==> config.mk <==
export PLATFORM = sky130hd
export DESIGN_NAME = dout_event_receiver
export DESIGN_NICKNAME = d
export VERILOG_FILES = /design/src/rtl/dout_event_receiver.sv
export SDC_FILE = /design/constraint.sdc
export NUM_CORES = 1
export LEC_CHECK = 0
export CORE_ASPECT_RATIO = 0.7
export CORE_MARGIN = 3
export CORE_UTILIZATION = 48
export CTS_CLUSTER_DIAMETER = 100
export CTS_CLUSTER_SIZE = 40
export DETAILED_ROUTE_END_ITERATION = 8
export GPL_TIMING_DRIVEN = 0
export SETUP_SLACK_MARGIN = 0.4
export SYNTH_ARGS = -nofsm -noshare
export SYNTH_HDL_FRONTEND = slang
export SYNTH_SLANG_ARGS = --single-unit
==> constraint.sdc <==
create_clock -name ifclk_i -period 13.55 [get_ports ifclk_i]
set_input_delay 3.3875 -clock ifclk_i [delete_from_list [all_inputs] [get_ports ifclk_i]]
set_output_delay 3.3875 -clock ifclk_i [all_outputs]
set_load 0.02 [all_outputs]
==> src/rtl/dout_event_receiver.sv <==
`default_nettype none
// +--------------------------------------------------------------------------+
// | Module      : dout_event_receiver                                        |
// | Description : Receiving end of the SURF dout byte stream. Generates the  |
// |               phase strobe, frames EVENT_BYTES-byte events that start    |
// |               one cycle after a strobe, packs bytes little-endian into   |
// |               32-bit words and streams them out through a FWFT FIFO on   |
// |               an AXI4-Stream master with tlast on each event's last word.|
// | Options     : DOUT_RX_TIMEOUT_EN - adds a RECV idle timeout that closes  |
// |               the event with a tlast word and a sticky timeout_o flag.   |
// | Revision    : 1.0 - initial release                                      |
// +--------------------------------------------------------------------------+
module dout_event_receiver #(
    parameter int EVENT_BYTES  = 12288,  // multiple of 4
    parameter int PHASE_PERIOD = 8,      // at least 2
    parameter int FIFO_DEPTH   = 16      // power of 2, at least 2
) (
    input  logic        ifclk_i,
    input  logic        ifclk_rst_i,
    input  logic        enable_i,
    output logic        dout_data_phase_o,
    input  logic [7:0]  dout_data_i,
    input  logic        dout_data_valid_i,
    output logic [31:0] m_axis_tdata,
    output logic        m_axis_tvalid,
    input  logic        m_axis_tready,
    output logic        m_axis_tlast,
    output logic [15:0] event_count_o,
    output logic        align_err_o,
`ifdef DOUT_RX_TIMEOUT_EN
    output logic        timeout_o,
`endif
    output logic        overflow_o
);

    // ------------------------------------------------------------------
    // Constants
    // ------------------------------------------------------------------
    localparam int c_PH_W  = $clog2(PHASE_PERIOD);
    localparam int c_CNT_W = $clog2(EVENT_BYTES + 1);
    localparam int c_PTR_W = $clog2(FIFO_DEPTH);

    localparam logic [c_PH_W-1:0]  c_PH_LAST  = c_PH_W'(PHASE_PERIOD - 1);
    localparam logic [c_PH_W-1:0]  c_PH_ONE   = c_PH_W'(1);
    localparam logic [c_CNT_W-1:0] c_EVT_LEN  = c_CNT_W'(EVENT_BYTES);
    localparam logic [c_CNT_W-1:0] c_CNT_ONE  = c_CNT_W'(1);
    localparam logic [c_PTR_W-1:0] c_PTR_ONE  = c_PTR_W'(1);
    localparam logic [c_PTR_W:0]   c_FIFO_FULL = (c_PTR_W + 1)'(FIFO_DEPTH);
    localparam logic [c_PTR_W:0]   c_FIFO_ONE  = (c_PTR_W + 1)'(1);
`ifdef DOUT_RX_TIMEOUT_EN
    // Abort fires on the 1023rd consecutive idle cycle.
    localparam logic [9:0]         c_IDLE_ABORT = 10'd1022;
`endif

    localparam logic [0:0] c_S_IDLE = 1'b0;
    localparam logic [0:0] c_S_RECV = 1'b1;

    // ------------------------------------------------------------------
    // Phase strobe
    // ------------------------------------------------------------------
    logic [c_PH_W-1:0] r_phase_cnt;
    logic              r_phase;
    logic              r_phase_d;

    // Free-running phase counter; strobe follows a zero count while enabled
    always_ff @(posedge ifclk_i) begin
        if (ifclk_rst_i) begin
            r_phase_cnt <= '0;
            r_phase     <= 1'b0;
            r_phase_d   <= 1'b0;
        end else begin
            if (r_phase_cnt == c_PH_LAST) begin
                r_phase_cnt <= '0;
            end else begin
                r_phase_cnt <= r_phase_cnt + c_PH_ONE;
            end
            r_phase   <= enable_i && (r_phase_cnt == '0);
            // r_phase_d marks the one cycle in which a start byte is legal
            r_phase_d <= r_phase;
        end
    end

    assign dout_data_phase_o = r_phase;

    // ------------------------------------------------------------------
    // Event framing and byte packing
    // ------------------------------------------------------------------
    logic [0:0]         r_state;
    logic [c_CNT_W-1:0] r_byte_cnt;   // bytes received in current event; 0 in IDLE
    logic [23:0]        r_pack;       // lanes 0..2 of the word being assembled
    logic               r_wr_en;
    logic [31:0]        r_wr_data;
    logic               r_wr_last;
    logic               r_align_err;
`ifdef DOUT_RX_TIMEOUT_EN
    logic [9:0]         r_idle_cnt;
    logic               r_timeout;
`endif

    logic               w_idle;
    logic               w_start;
    logic               w_misalign;
    logic               w_accept;
    logic [1:0]         w_lane;
    logic [c_CNT_W-1:0] w_cnt_next;
    logic               w_evt_done;

    assign w_idle     = (r_state == c_S_IDLE);
    assign w_start    = w_idle && enable_i && dout_data_valid_i && r_phase_d;
    assign w_misalign = w_idle && enable_i && dout_data_valid_i && !r_phase_d;
    assign w_accept   = w_start || (!w_idle && dout_data_valid_i);
    assign w_lane     = r_byte_cnt[1:0];
    assign w_cnt_next = r_byte_cnt + c_CNT_ONE;
    assign w_evt_done = (w_cnt_next == c_EVT_LEN);

    // Frame the event, place bytes in lanes and stage full words for the FIFO.
    // The staging register holds the final word, so the FSM returns to IDLE on
    // the same edge that captures the last byte and the packer is free again.
    always_ff @(posedge ifclk_i) begin
        if (ifclk_rst_i) begin
            r_state     <= c_S_IDLE;
            r_byte_cnt  <= '0;
            r_pack      <= '0;
            r_wr_en     <= 1'b0;
            r_wr_data   <= '0;
            r_wr_last   <= 1'b0;
            r_align_err <= 1'b0;
`ifdef DOUT_RX_TIMEOUT_EN
            r_idle_cnt  <= '0;
            r_timeout   <= 1'b0;
`endif
        end else begin
            r_wr_en     <= 1'b0;
            r_align_err <= w_misalign;

            if (w_accept) begin
                case (w_lane)
                    2'd0:    r_pack         <= {16'h0000, dout_data_i};
                    2'd1:    r_pack[15:8]   <= dout_data_i;
                    2'd2:    r_pack[23:16]  <= dout_data_i;
                    default: begin
                        r_wr_en   <= 1'b1;
                        r_wr_data <= {dout_data_i, r_pack};
                        r_wr_last <= w_evt_done;
                    end
                endcase

                if (w_evt_done) begin
                    r_state    <= c_S_IDLE;
                    r_byte_cnt <= '0;
                end else begin
                    r_state    <= c_S_RECV;
                    r_byte_cnt <= w_cnt_next;
                end
            end

`ifdef DOUT_RX_TIMEOUT_EN
            // Idle watchdog: a stalled event is closed with a tlast word,
            // zero-padding whatever lanes were never filled.
            if (!w_idle && !dout_data_valid_i) begin
                if (r_idle_cnt == c_IDLE_ABORT) begin
                    r_idle_cnt <= '0;
                    r_wr_en    <= 1'b1;
                    r_wr_data  <= (w_lane != 2'd0) ? {8'h00, r_pack} : 32'h0000_0000;
                    r_wr_last  <= 1'b1;
                    r_timeout  <= 1'b1;
                    r_state    <= c_S_IDLE;
                    r_byte_cnt <= '0;
                end else begin
                    r_idle_cnt <= r_idle_cnt + 10'd1;
                end
            end else begin
                r_idle_cnt <= '0;
            end
`endif
        end
    end

    assign align_err_o = r_align_err;
`ifdef DOUT_RX_TIMEOUT_EN
    assign timeout_o   = r_timeout;
`endif

    // ------------------------------------------------------------------
    // Output word FIFO (first-word-fall-through) and AXI4-Stream side
    // ------------------------------------------------------------------
    logic [32:0]        r_mem [FIFO_DEPTH];
    logic [c_PTR_W-1:0] r_wr_ptr;
    logic [c_PTR_W-1:0] r_rd_ptr;
    logic [c_PTR_W:0]   r_count;
    logic               r_overflow;
    logic [15:0]        r_event_cnt;

    logic               w_full;
    logic               w_pop;
    logic               w_push;

    assign w_full = (r_count == c_FIFO_FULL);
    assign w_pop  = m_axis_tvalid && m_axis_tready;
    // A simultaneous read frees a slot, so a write into a full FIFO still lands
    assign w_push = r_wr_en && (!w_full || w_pop);

    // FIFO storage, pointers, occupancy and sticky overflow
    always_ff @(posedge ifclk_i) begin
        if (ifclk_rst_i) begin
            for (int i = 0; i < FIFO_DEPTH; i++) begin
                r_mem[i] <= '0;
            end
            r_wr_ptr   <= '0;
            r_rd_ptr   <= '0;
            r_count    <= '0;
            r_overflow <= 1'b0;
        end else begin
            if (w_push) begin
                r_mem[r_wr_ptr] <= {r_wr_last, r_wr_data};
                r_wr_ptr        <= r_wr_ptr + c_PTR_ONE;
            end
            if (w_pop) begin
                r_rd_ptr <= r_rd_ptr + c_PTR_ONE;
            end
            case ({w_push, w_pop})
                2'b10:   r_count <= r_count + c_FIFO_ONE;
                2'b01:   r_count <= r_count - c_FIFO_ONE;
                default: r_count <= r_count;
            endcase
            // Dropped words (tlast included) leave framing intact upstream
            if (r_wr_en && !w_push) begin
                r_overflow <= 1'b1;
            end
        end
    end

    // Count events as their tlast beat leaves the stream interface
    always_ff @(posedge ifclk_i) begin
        if (ifclk_rst_i) begin
            r_event_cnt <= '0;
        end else if (w_pop && m_axis_tlast) begin
            r_event_cnt <= r_event_cnt + 16'd1;
        end
    end

    assign m_axis_tvalid = (r_count != '0);
    assign m_axis_tlast  = r_mem[r_rd_ptr][32];
    assign m_axis_tdata  = r_mem[r_rd_ptr][31:0];
    assign overflow_o    = r_overflow;
    assign event_count_o = r_event_cnt;

endmodule
`default_nettype wire

==> metrics.txt <==
status=completed; port bufs=64; Seq/Total Area, Yosys=64.1%; Clk pin slew, worst setup/hold paths=0.15 ns; Synth Flop Type=edfxtp_1; cts hold-fix bufs=0; Syn Nets=1957; Fill cells=4724; CTS H-tree depth=1; startpoint types=register; GRT overflow=0; CTS root buf=clkbuf_16; area of the core=57500 µm²; P&R area growth vs syn=9.72%; synth warn=0; drt pass-1 iters=5; max frequency=132 MHz; crit path kind=register to primary output; Total Wirelength=74800 µm; CP Cell Sequence=clkbuf_1 > clkbuf_1 > mux4_2 > mux4_2 > clkdlybuf4s50_1; Clock Power Share=22.8%; top cells by count, synth=530 x and2_1, 528 x edfxtp_1, 165 x mux4_2; Place WS=6.14 ns; r2r worst-path depth=5; Sw Share=25.9%; Sequential Power Share=58.3%; Pwr Total=3.84 mW; Routed Antenna Nets=0; initial antenna violation count=1; drt first-iter violations=1662; top-area cell type share of the netlist area=56.1%; unrepaired setup endpoints after global routing=no; Synth Register Bits=641; Tmin final=7.57 ns; max_cap viols=0; Hold Crit Start=r_pack[1]; Switch Pwr=0.993 mW; deepest clock path buffer count=3; Rel. slew slack=12.4%; Tightest Hold Check Type=register to register; largest net degree at the start of global routing=42; Worst IR Drop VDD=0.0000832 V; count of flip-flops with a built-in enable after synthesis=528; dpl cells=2758; count leader, synth=and2_1; Sink Count=641; vias in the first global route=16.6k; worst hold slack=0.402 ns; Cell Count, Final, Fillers Out=2788; CTS tree=yes; Worst Path Max Fanout=10; final core utilization=53.9%; fin crit share=55.9%; vias=16.4k; IO Count=66; Post-Syn Area=28300 µm²; Site Rows=73; Internal Power=2.84 mW; Final Setup Violations=0; Worst Path Required=10.16 ns; final setup skew=0.0564 ns; Mapped Avg Cell Area=14.7 µm²; Post-synth ARST share=0%; placed cell areas=30400 µm²; Starting Density=49.1%; die width=296 µm; Nets=2060; area leader, netlist=edfxtp_1; Hold Path End=r_wr_data[1]; number of buffers created by CTS=20; WL per Instance=26.8 µm; post-route cell area=31000 µm²; fin. max-slew vios=0; share of post-route cells with drive strength above 1=12.1%; actual slew at the worst max-slew pin=1.31 ns; vias per cell=5.89; die area=61900 µm²; post-CTS sizing=0; Crit-path slowest cell=clkbuf_1; Hold Path Stages=2; Synth cell types=59; Setup Fix Bufs, Post-CTS=0; worst r2r dst=r_mem[0][16]; placer congestion estimate=0.850; Worst-Skew Late Latency=0.60 ns; global-route usage over all layers=24.5%; reg-to-reg startpoint=r_count[4]; first-pass GRT wire length=111000 µm; post-route setup TNS=0 ns; P per Cell Area=124 nW/µm²; cells after synthesis=1927; post-detail-place hpwl=50500 µm; drt drc=0; Comb power frac=18.8%; CP arrival=4.18 ns; Worst R2R Setup Slack=9.68 ns; final hold viol count=0; final worst slack=5.98 ns; chip height=209 µm; max incr delay on CP=0.88 ns; Pleak=10.2 nW; CP Capture Type=primary output; largest cells by area after synthesis=edfxtp_1 56%, mux4_2 13%, and2_1 12%
-- worst max-delay path: cells and delay by family, from the launching register on --
kind,cells,cell delay [ns]
flops,1,0.44
buf+inv,3,2.11
mux,2,1.01
-- routing by layer --
metal  global-route usage [%]  part of all wire (%)  vias to the layer above
li1                         -                     -                     7211
met1                     37.0                    45                     8576
met2                     38.5                    46                      575
met3                     3.95                   7.1                       65
met4                     3.58                   1.4                        0
met5                        0                     0                        -
-- state kept, by name, summed over array words and instances, names as in the netlist, named ones only --
signal             flops
align_err_o            1
r_mem                528
r_phase_d              1
r_pack                24
r_phase_cnt            3
r_rd_ptr               4
event_count_o         16
r_byte_cnt            14
r_wr_ptr               4
overflow_o             1
r_count                5
dout_data_phase_o      1
r_wr_en                1
r_wr_last              1
r_wr_data             32
r_state                1
-- layout by cell type (no fill, tap or decap), drive strengths merged, types with 40 or more instances in the layout --
master         count
and2             530
edfxtp           528
mux4             165
clkbuf           157
dfxtp            113
nand2             99
clkdlybuf4s50     64
nor2              63
a21oi             52
buf               40
-- cell type report --
class / instances / area [µm²] / area share [%]
Antenna cell: 1 / 2.50 / 0.00807
Buffer: 153 / 609 / 1.96
Clock buffer: 27 / 548 / 1.77
Clock inverter: 2 / 38.8 / 0.125
Inverter: 18 / 67.6 / 0.218
Multi-Input combinational cell: 1115 / 9610 / 31.0
Sequential cell: 641 / 18100 / 58.4
Tap cell: 750 / 938 / 3.03
Timing Repair Buffer: 81 / 1090 / 3.50
-- cell families (layout without fill, tap and decap cells) --
group	Yosys count	in the layout	synth area share [%]
other	0	1	0
multiplexers	170	170	13.3
adder cells (fa/ha/maj)	17	17	0.779
flip-flops	641	641	64.1
buffers and inverters	171	281	2.39
AO/OA/AOI/OAI	122	122	2.74
XOR/XNOR	25	25	0.774
AND/OR/NAND/NOR	781	781	15.9
-- power by group through the flow --
stage          clock, mW  combinational [mW]  sequential, mW
2_1_floorplan          0               0.468            2.28
3_3_place_gp           0               0.709            2.29
3_5_place_dp           0               0.731            2.28
4_1_cts            0.890               0.733            2.24
5_1_grt            0.946               0.769            2.25
6_report           0.875               0.723            2.24
-- worst max path at each step --
stage,from,to,slack (ns),depth (start not counted)
CTS,register,m_axis_tdata[0],5.97,5
global route,register,m_axis_tdata[0],5.84,5
global placement,m_axis_tready,r_mem[10][10],2.66,5
finish,register,m_axis_tdata[0],5.98,5
floorplan,ifclk_rst_i,r_mem[15][0],6.61,4
detailed placement,m_axis_tready,r_mem[0][15],6.14,6
No activity file was read; power rests on OpenSTA's default activity.
